`src/rtl/dual_xor_cfg_sequencer.sv`:
```
// Configuration sequencer for the dual-XOR stream cipher: serially loads the LFSR
// taps/seeds into the cipher config chain, reads them back for checking, then enables TX/RX.
module dual_xor_cfg_sequencer #(
  parameter int unsigned M = 32
) (
  input  logic         clk,
  input  logic         rst,
  input  logic         start,
  input  logic         config_once,
  input  logic [M-1:0] tx_lfsr_taps,
  input  logic [M-1:0] tx_lfsr_state,
  input  logic [M-1:0] rx_lfsr_taps,
  input  logic [M-1:0] rx_lfsr_state,
  input  logic         cfg_i,
  output logic         cfg_en,
  output logic         cfg_o,
  output logic         tx_en,
  output logic         rx_en,
  output logic         busy,
  output logic         done,
  output logic         cfg_error,
  output logic [7:0]   mismatch_cnt
);

  localparam int unsigned L  = 4 * M;
  localparam int unsigned CW = $clog2(L);
  localparam int unsigned MW = 8;

  typedef enum logic [2:0] {
    S_IDLE,
    S_LOAD,
    S_VERIFY,
    S_RUN,
    S_ERROR
  } state_t;

  state_t         state_q, state_d;
  logic [L-1:0]   sh_q, sh_d;
  logic [CW-1:0]  cnt_q, cnt_d;
  logic [MW-1:0]  mis_q, mis_d;
  logic           err_q, err_d;
  logic           configured_q, configured_d;
  logic           done_q, done_d;
  logic           cfg_en_q, cfg_en_d;
  logic           cfg_o_q, cfg_o_d;
  logic           run_en_q, run_en_d;
  logic           busy_q, busy_d;
  logic           bit_err;
  logic           last_bit;

  // State and datapath registers; reset returns everything to a clean IDLE.
  always_ff @(posedge clk or negedge rst) begin
    if (!rst) begin
      state_q      <= S_IDLE;
      sh_q         <= '0;
      cnt_q        <= '0;
      mis_q        <= '0;
      err_q        <= 1'b0;
      configured_q <= 1'b0;
      done_q       <= 1'b0;
      cfg_en_q     <= 1'b0;
      cfg_o_q      <= 1'b0;
      run_en_q     <= 1'b0;
      busy_q       <= 1'b0;
    end else begin
      state_q      <= state_d;
      sh_q         <= sh_d;
      cnt_q        <= cnt_d;
      mis_q        <= mis_d;
      err_q        <= err_d;
      configured_q <= configured_d;
      done_q       <= done_d;
      cfg_en_q     <= cfg_en_d;
      cfg_o_q      <= cfg_o_d;
      run_en_q     <= run_en_d;
      busy_q       <= busy_d;
    end
  end

  always_comb begin
    state_d      = state_q;
    sh_d         = sh_q;
    cnt_d        = cnt_q;
    mis_d        = mis_q;
    err_d        = err_q;
    configured_d = configured_q;
    done_d       = 1'b0;
    // cfg_o_q always mirrors sh_q[L-1] while shifting, so it is the bit the chain tail must echo
    bit_err      = cfg_i ^ cfg_o_q;
    last_bit     = (cnt_q == CW'(L - 1));

    unique case (state_q)
      S_IDLE, S_RUN, S_ERROR: begin
        if (start && !(config_once && configured_q)) begin
          state_d = S_LOAD;
          sh_d    = {tx_lfsr_taps, tx_lfsr_state, rx_lfsr_taps, rx_lfsr_state};
          cnt_d   = '0;
          mis_d   = '0;
          err_d   = 1'b0;
        end
      end
      S_LOAD: begin
        sh_d = {sh_q[L-2:0], sh_q[L-1]};
        if (last_bit) begin
          state_d = S_VERIFY;
          cnt_d   = '0;
        end else begin
          cnt_d = cnt_q + CW'(1);
        end
      end
      S_VERIFY: begin
        sh_d = {sh_q[L-2:0], sh_q[L-1]};
        if (bit_err && (mis_q != {MW{1'b1}})) begin
          mis_d = mis_q + MW'(1);
        end
        if (last_bit) begin
          cnt_d = '0;
          if ((mis_q == '0) && !bit_err) begin
            state_d      = S_RUN;
            done_d       = 1'b1;
            configured_d = 1'b1;
          end else begin
            state_d = S_ERROR;
            err_d   = 1'b1;
          end
        end else begin
          cnt_d = cnt_q + CW'(1);
        end
      end
      default: state_d = S_IDLE;
    endcase

    cfg_en_d = (state_d == S_LOAD) || (state_d == S_VERIFY);
    busy_d   = cfg_en_d;
    cfg_o_d  = cfg_en_d ? sh_d[L-1] : 1'b0;
    // Enables rise one cycle after entering RUN and drop as soon as a reload is accepted
    run_en_d = (state_q == S_RUN) && (state_d == S_RUN);
  end

  assign cfg_en       = cfg_en_q;
  assign cfg_o        = cfg_o_q;
  assign tx_en        = run_en_q;
  assign rx_en        = run_en_q;
  assign busy         = busy_q;
  assign done         = done_q;
  assign cfg_error    = err_q;
  assign mismatch_cnt = mis_q;

endmodule

```
`config.mk`:
```
export PLATFORM = sky130hd
export DESIGN_NAME = dual_xor_cfg_sequencer
export DESIGN_NICKNAME = d
export VERILOG_FILES = /design/src/rtl/dual_xor_cfg_sequencer.sv
export SDC_FILE = /design/constraint.sdc
export NUM_CORES = 1
export LEC_CHECK = 0
export CELL_PAD_IN_SITES_DETAIL_PLACEMENT = 1
export CELL_PAD_IN_SITES_GLOBAL_PLACEMENT = 2
export CORE_ASPECT_RATIO = 1.75
export CORE_MARGIN = 5
export CORE_UTILIZATION = 35
export DETAILED_ROUTE_END_ITERATION = 12
export PLACE_DENSITY = 0.84
export SLEW_MARGIN = 30
export SYNTH_ARGS = -nofsm -noshare
export SYNTH_HDL_FRONTEND = slang
export SYNTH_SLANG_ARGS = --single-unit
```
`constraint.sdc`:
```
create_clock -name clk -period 4.4 [get_ports clk]
set_clock_uncertainty 0.05 [all_clocks]
set_input_delay 0.66 -clock clk [delete_from_list [all_inputs] [get_ports clk]]
set_output_delay 0.66 -clock clk [all_outputs]
set_load 0.005 [all_outputs]
```
# == Word level (Yosys, flattened, before mapping) ==
# Index checks and enable logic that the tools add are counted.
# totals
reg_bits,152
in_bits,133
out_inout_bits,15
wordCells,66
# classes
add_sub_neg,2
eq_ne,13
muxes,21
n_bitwise,1
n_reduce_logical,18
# op_table
cell,n
$pmux W128 S2,1
$mux W128,1
$mux W8,2
$pmux W8 S2,1
$mux W7,2
$pmux W7 S2,1
$eq A3 B2 Y1 const B,4
$mux W3,4
$pmux W3 S3,1
$add A8 B1 Y8 const B,1
$logic_not A8 Y1,1
$ne A2 B2 Y1 const B,4
$ne A8 B8 Y1 const B,1
$add A7 B1 Y7 const B,1
$eq A7 B7 Y1 const B,1
$mux W1,7
$eq A3 B1 Y1 const B,2
$reduce_and A3 Y1,2
$logic_and A1 B1 Y1,5
$reduce_and A4 Y1,1
$reduce_bool A2 Y1,2
$eq A3 B3 Y1 const B,1
$logic_not A3 Y1,1
$reduce_or A3 Y1,1
6 further kinds,7

# == Logic depth before layout (Yosys ltp) ==
# depth
ltp_word,9
depth_mapped,8
depth_no_buf,6

# == Least setup slack after synthesis ==
# Ideal clock, no wire load.
# synth_path
path_type,input port to flip-flop
from,in start
to,reg sh_q[119]
setup_time_ns,0.124
t_arrival_ns,1.727
t_required_ns,4.226
slack_ns,2.499
cell_stages,7
path_buffers,3
path_cell_list,a21bo_2 > a22o_1 > buf_2 > buf_6 > buf_6 > a221oi_2 > nor2_1
# synth_via
elab_chain_len,3
# synth_rtl
item,line,rtl
from (decl),8,"input logic start,"
$logic_and A1 B1 Y1,94,if (start && !(config_once && configured_q)) begin
$ne A2 B2 Y1 (no source line),n/a,
$reduce_and A2 Y1 (no source line),n/a,
to (signal assigned),55,sh_q <= '0;
to (signal assigned),67,sh_q <= sh_d;
to (decl),38,"logic [L-1:0] sh_q, sh_d;"
# Every way passes these cells.
# A chain may end at the register's enable or synchronous reset.

# == Worst setup path after layout ==
# layout_path
from,reg state_q[0]
to,reg sh_q[24]
# layout_via
elab_chain_len,4
elab_cells_between_ends,11
cone_classes,eq/ne: 5; mux: 1; reduce/logical: 5
# layout_rtl
item,line,rtl
from (decl),37,"state_t state_q, state_d;"
from (signal assigned),66,state_q <= state_d;
$eq A3 B2 Y1 (tied with other cells),92,unique case (state_q)
$reduce_or A3 Y1 or $reduce_or A2 Y1 (tied branches),n/a,
$ne A2 B2 Y1 (no source line) or $reduce_bool A2 Y1 (tied branches),n/a,
$reduce_and A2 Y1 (no source line),n/a,
# Several ways; a longest one is shown, not always the timed one.

==> run summary <==
=========================================================================================
Maximum clock path buffer count                                                         2
Post-Place Worst Slack                                                            1.46 ns
Area used by multi-input combinational logic                                 0.00321 sq mm
Initial cell density of the core                                                    35.4%
Crit Path Category                                                             reg -> reg
Tcrit/Tclk final                                                                    60.4%
First-pass DRT Iterations                                                               4
Number of rows in the core area                                                        70
HPWL after DPL                                                                   14000 um
Number of global-route vias before repair                                            6838
Switching power of the nets                                                       1640 uW
Accumulated negative setup slack                                                     0 ns
Dominant cell type by area after synthesis                                   sky130_fd_sc_hd__dfrtp_1
Setup crit start kind                                                                flop
Number of enable-type register cells in the synthesized netlist                         0
Core Area                                                                    0.0209 sq mm
Post-cts repair resize count                                                            0
Biggest fanout along the worst timing path                                             43
Highest clock frequency the design can meet                                       376 MHz
Maxcap violations                                                                       0
Area of the die                                                              0.0243 sq mm
Internal cell power                                                               3730 uW
Primary FF master, synth                                                     sky130_fd_sc_hd__dfrtp_1
Cells taking the most area after synthesis                                   sky130_fd_sc_hd__dfrtp_1 (51%), sky130_fd_sc_hd__nor2_1 (13%), sky130_fd_sc_hd__a221oi_2 (13%), sky130_fd_sc_hd__a221oi_1 (7.4%), sky130_fd_sc_hd__buf_6 (2.3%)
Wire length of the first global-routing pass                                     35600 um
Required @ worst endpoint                                                         4.70 ns
Pin count of the biggest net entering global routing                                  129
Pwr per Cell Area                                                             560 mW/mm^2
Run status                                                                   finished, final reports clean
Remaining global-route overflow                                                         0
Ratio of routed vias to standard cells                                               5.59
Final-report hold violation count                                                       0
Filler Cell Count                                                                    2329
Number of cells produced by synthesis                                                 712
Sequential share of power                                                           45.4%
Part of the power in the clock network                                              28.3%
Number of nets in the layout                                                          958
Routed length per instance                                                        19.8 um
Fraction of the yosys area taken by sequential cells                                51.3%
Max-slew violation count                                                                0
Final core occ                                                                      45.8%
Critical Path AT                                                                  2.95 ns
Iteration-0 DRC Markers                                                               356
Top library cells by usage in the layout, fill and taps aside                sky130_fd_sc_hd__nor2_1 (259), sky130_fd_sc_hd__dfrtp_1 (152), sky130_fd_sc_hd__clkdlybuf4s50_1 (146), sky130_fd_sc_hd__a221oi_2 (64), sky130_fd_sc_hd__a221oi_1 (63)
Post CTS Setup Buffer Count                                                             0
Share of post-route cells with drive strength above 1                               13.7%
IR drop worst, VDD                                                             0.000232 V
Number of DRC violations after detailed routing                                         0
Leakage power                                                                  0.00408 uW
Overall via count from detail_route                                                  6087
Worst Setup End Kind                                                                 flop
Final count of negative-setup-slack endpoints                                           0
Number of antenna violations at the first check in global routing                       3
Max_slew headroom                                                                   50.1%
Number of I/O pins                                                                    148
Instance count after placement with tap cells included                               1055
Root buffer selected by CTS                                                  sky130_fd_sc_hd__clkbuf_16
Die X                                                                              120 um
Clk_lat worst skew                                                                0.43 ns
Unrepaired setup endpoints after global routing                                     false
Combined area of all synthesized cells                                       0.00741 sq mm
Worst Setup Slack, final                                                          1.74 ns
Total detailed-routing wirelength                                                21500 um
Avg Cell Area, Syn                                                             10.4 sq um
Worst-Margin Slew                                                                0.748 ns
Antenna violation net count after detailed routing                                      0
Signed area change from the synthesized netlist to the final layout                 29.4%
Yosys warning count                                                                     0
Clock-pin transition on the worst setup and hold timing paths                     0.06 ns
Share of Yosys cell area claimed by the top area cell type                          51.3%
Register bit total from synthesis                                                     152
Number of buffers added to fix hold violations after cts                                0
Combinational Power Share                                                           26.3%
Floorplan die height                                                               203 um
Proportion of register bits with asynchronous set or reset after synthesis           100%
Register area                                                                0.00380 sq mm
Number of buffers created by CTS                                                       17
Number of sinks driven by the clock tree                                              152
Commonest non-fill, non-tap cell in the layout                               sky130_fd_sc_hd__nor2_1
Post-layout minimum cycle time                                                    2.66 ns
Final cell count without fillers                                                     1089
# port buffers                                                                        147
Nets in the synthesized netlist                                                       848
Clock tree from TritonCTS                                                             yes
Switching portion of total power                                                    30.6%
Synth unique cells                                                                     49
Global placement routability congestion                                             0.825
Placed Instance Area                                                         0.00898 sq mm
Area of all placed cells without fillers                                     0.00959 sq mm
Worst min-delay path category                                                 in -> async
H-tree depth reported by CTS                                                            4
Overall Global Routing Usage                                                        18.3%
=========================================================================================
## kinds of logic after synthesis
logic type	after synthesis	share of synthesized area (%)
AO/OA/AOI/OAI	170	24.3
XOR/XNOR	5	0.591
adder cells (fa/ha/maj)	3	0.506
buffers and inverters	71	5.79
flip-flops	152	51.3
multiplexers	1	0.135
AND/OR/NAND/NOR	310	17.4
## through the flow
step           power (uW)  hold WS, ns
2_1_floorplan        3400        0.314
3_3_place_gp         3760        0.427
3_5_place_dp         3890        0.440
4_1_cts              5450        0.238
5_1_grt              5730        0.271
6_report             5370        0.199
## cell usage after synthesis, types with 2 or more instances
library cell / count
sky130_fd_sc_hd__nand2_1: 7
sky130_fd_sc_hd__nand4_1: 3
sky130_fd_sc_hd__o31ai_1: 3
sky130_fd_sc_hd__buf_4: 6
sky130_fd_sc_hd__a31oi_1: 4
sky130_fd_sc_hd__xnor2_1: 3
sky130_fd_sc_hd__dfrtp_1: 152
sky130_fd_sc_hd__a21oi_1: 7
sky130_fd_sc_hd__buf_6: 15
sky130_fd_sc_hd__xor2_1: 2
sky130_fd_sc_hd__nor3_1: 3
sky130_fd_sc_hd__nand3_1: 10
sky130_fd_sc_hd__a21boi_0: 2
sky130_fd_sc_hd__a22o_1: 2
sky130_fd_sc_hd__and3_1: 6
sky130_fd_sc_hd__nor2_1: 260
sky130_fd_sc_hd__a221oi_2: 64
sky130_fd_sc_hd__and4_1: 3
sky130_fd_sc_hd__or4_1: 3
sky130_fd_sc_hd__ha_1: 3
sky130_fd_sc_hd__inv_1: 5
sky130_fd_sc_hd__o211ai_1: 4
sky130_fd_sc_hd__a311oi_1: 2
sky130_fd_sc_hd__buf_2: 22
sky130_fd_sc_hd__or3_1: 4
sky130_fd_sc_hd__clkbuf_1: 23
sky130_fd_sc_hd__a221oi_1: 63
sky130_fd_sc_hd__o21ai_0: 10
## metal layers
metal / part of all wire, % / up-vias / GRT usage [%]
li1: - / 2828 / -
met1: 38 / 3066 / 20.6
met2: 53 / 147 / 31.9
met3: 4.0 / 46 / 3.65
met4: 4.3 / 0 / 10.5
met5: 0 / - / 0
## cell type report
| type | count | share of cell area (%) |
|---|---|---|
| Sequential cell | 152 | 39.7 |
| Multi-Input combinational cell | 489 | 33.5 |
| Timing Repair Buffer | 157 | 17.0 |
| Clock buffer | 23 | 5.09 |
| Tap cell | 252 | 3.29 |
| Clock inverter | 8 | 1.24 |
| Inverter | 5 | 0.196 |
| Antenna cell | 3 | 0.0783 |
## registers in the layout, summed over array words and instances, names as in the netlist
name,flops
cfg_error,1
cnt_q,7
busy,1
state_q,3
rx_en,1
sh_q,128
configured_q,1
mismatch_cnt,8
done,1
cfg_o,1
## worst paths after layout
check,startpoint,end,slack (ns),depth (start not counted)
setup / recovery,state_q[0],sh_q[24],1.74,6
hold / removal,rst,sh_q[80],0.20,1
setup reg to reg,state_q[0],sh_q[24],1.74,6
hold reg to reg,sh_q[62],sh_q[62],0.45,2
max in group asynchronous,rst,sh_q[14],3.17,2
min in group clk,sh_q[62],sh_q[62],0.45,2
## worst max-delay path, stage by stage (launching register included)
cell,delay (ns)
sky130_fd_sc_hd__dfrtp_1,0.63
sky130_fd_sc_hd__or2_1,0.37
sky130_fd_sc_hd__a22o_4,0.49
sky130_fd_sc_hd__buf_16,0.31
sky130_fd_sc_hd__buf_4,0.39
sky130_fd_sc_hd__a221oi_2,0.08
sky130_fd_sc_hd__nor2_1,0.19
## power groups by stage
stage / logic (uW) / clock network (uW) / registers, uW
2_1_floorplan: 1090 / 0 / 2320
4_1_cts: 1450 / 1560 / 2440
3_5_place_dp: 1430 / 0 / 2460
6_report: 1410 / 1520 / 2440
5_1_grt: 1590 / 1630 / 2510
3_3_place_gp: 1350 / 0 / 2410
Power figures use the tool's default switching activity.
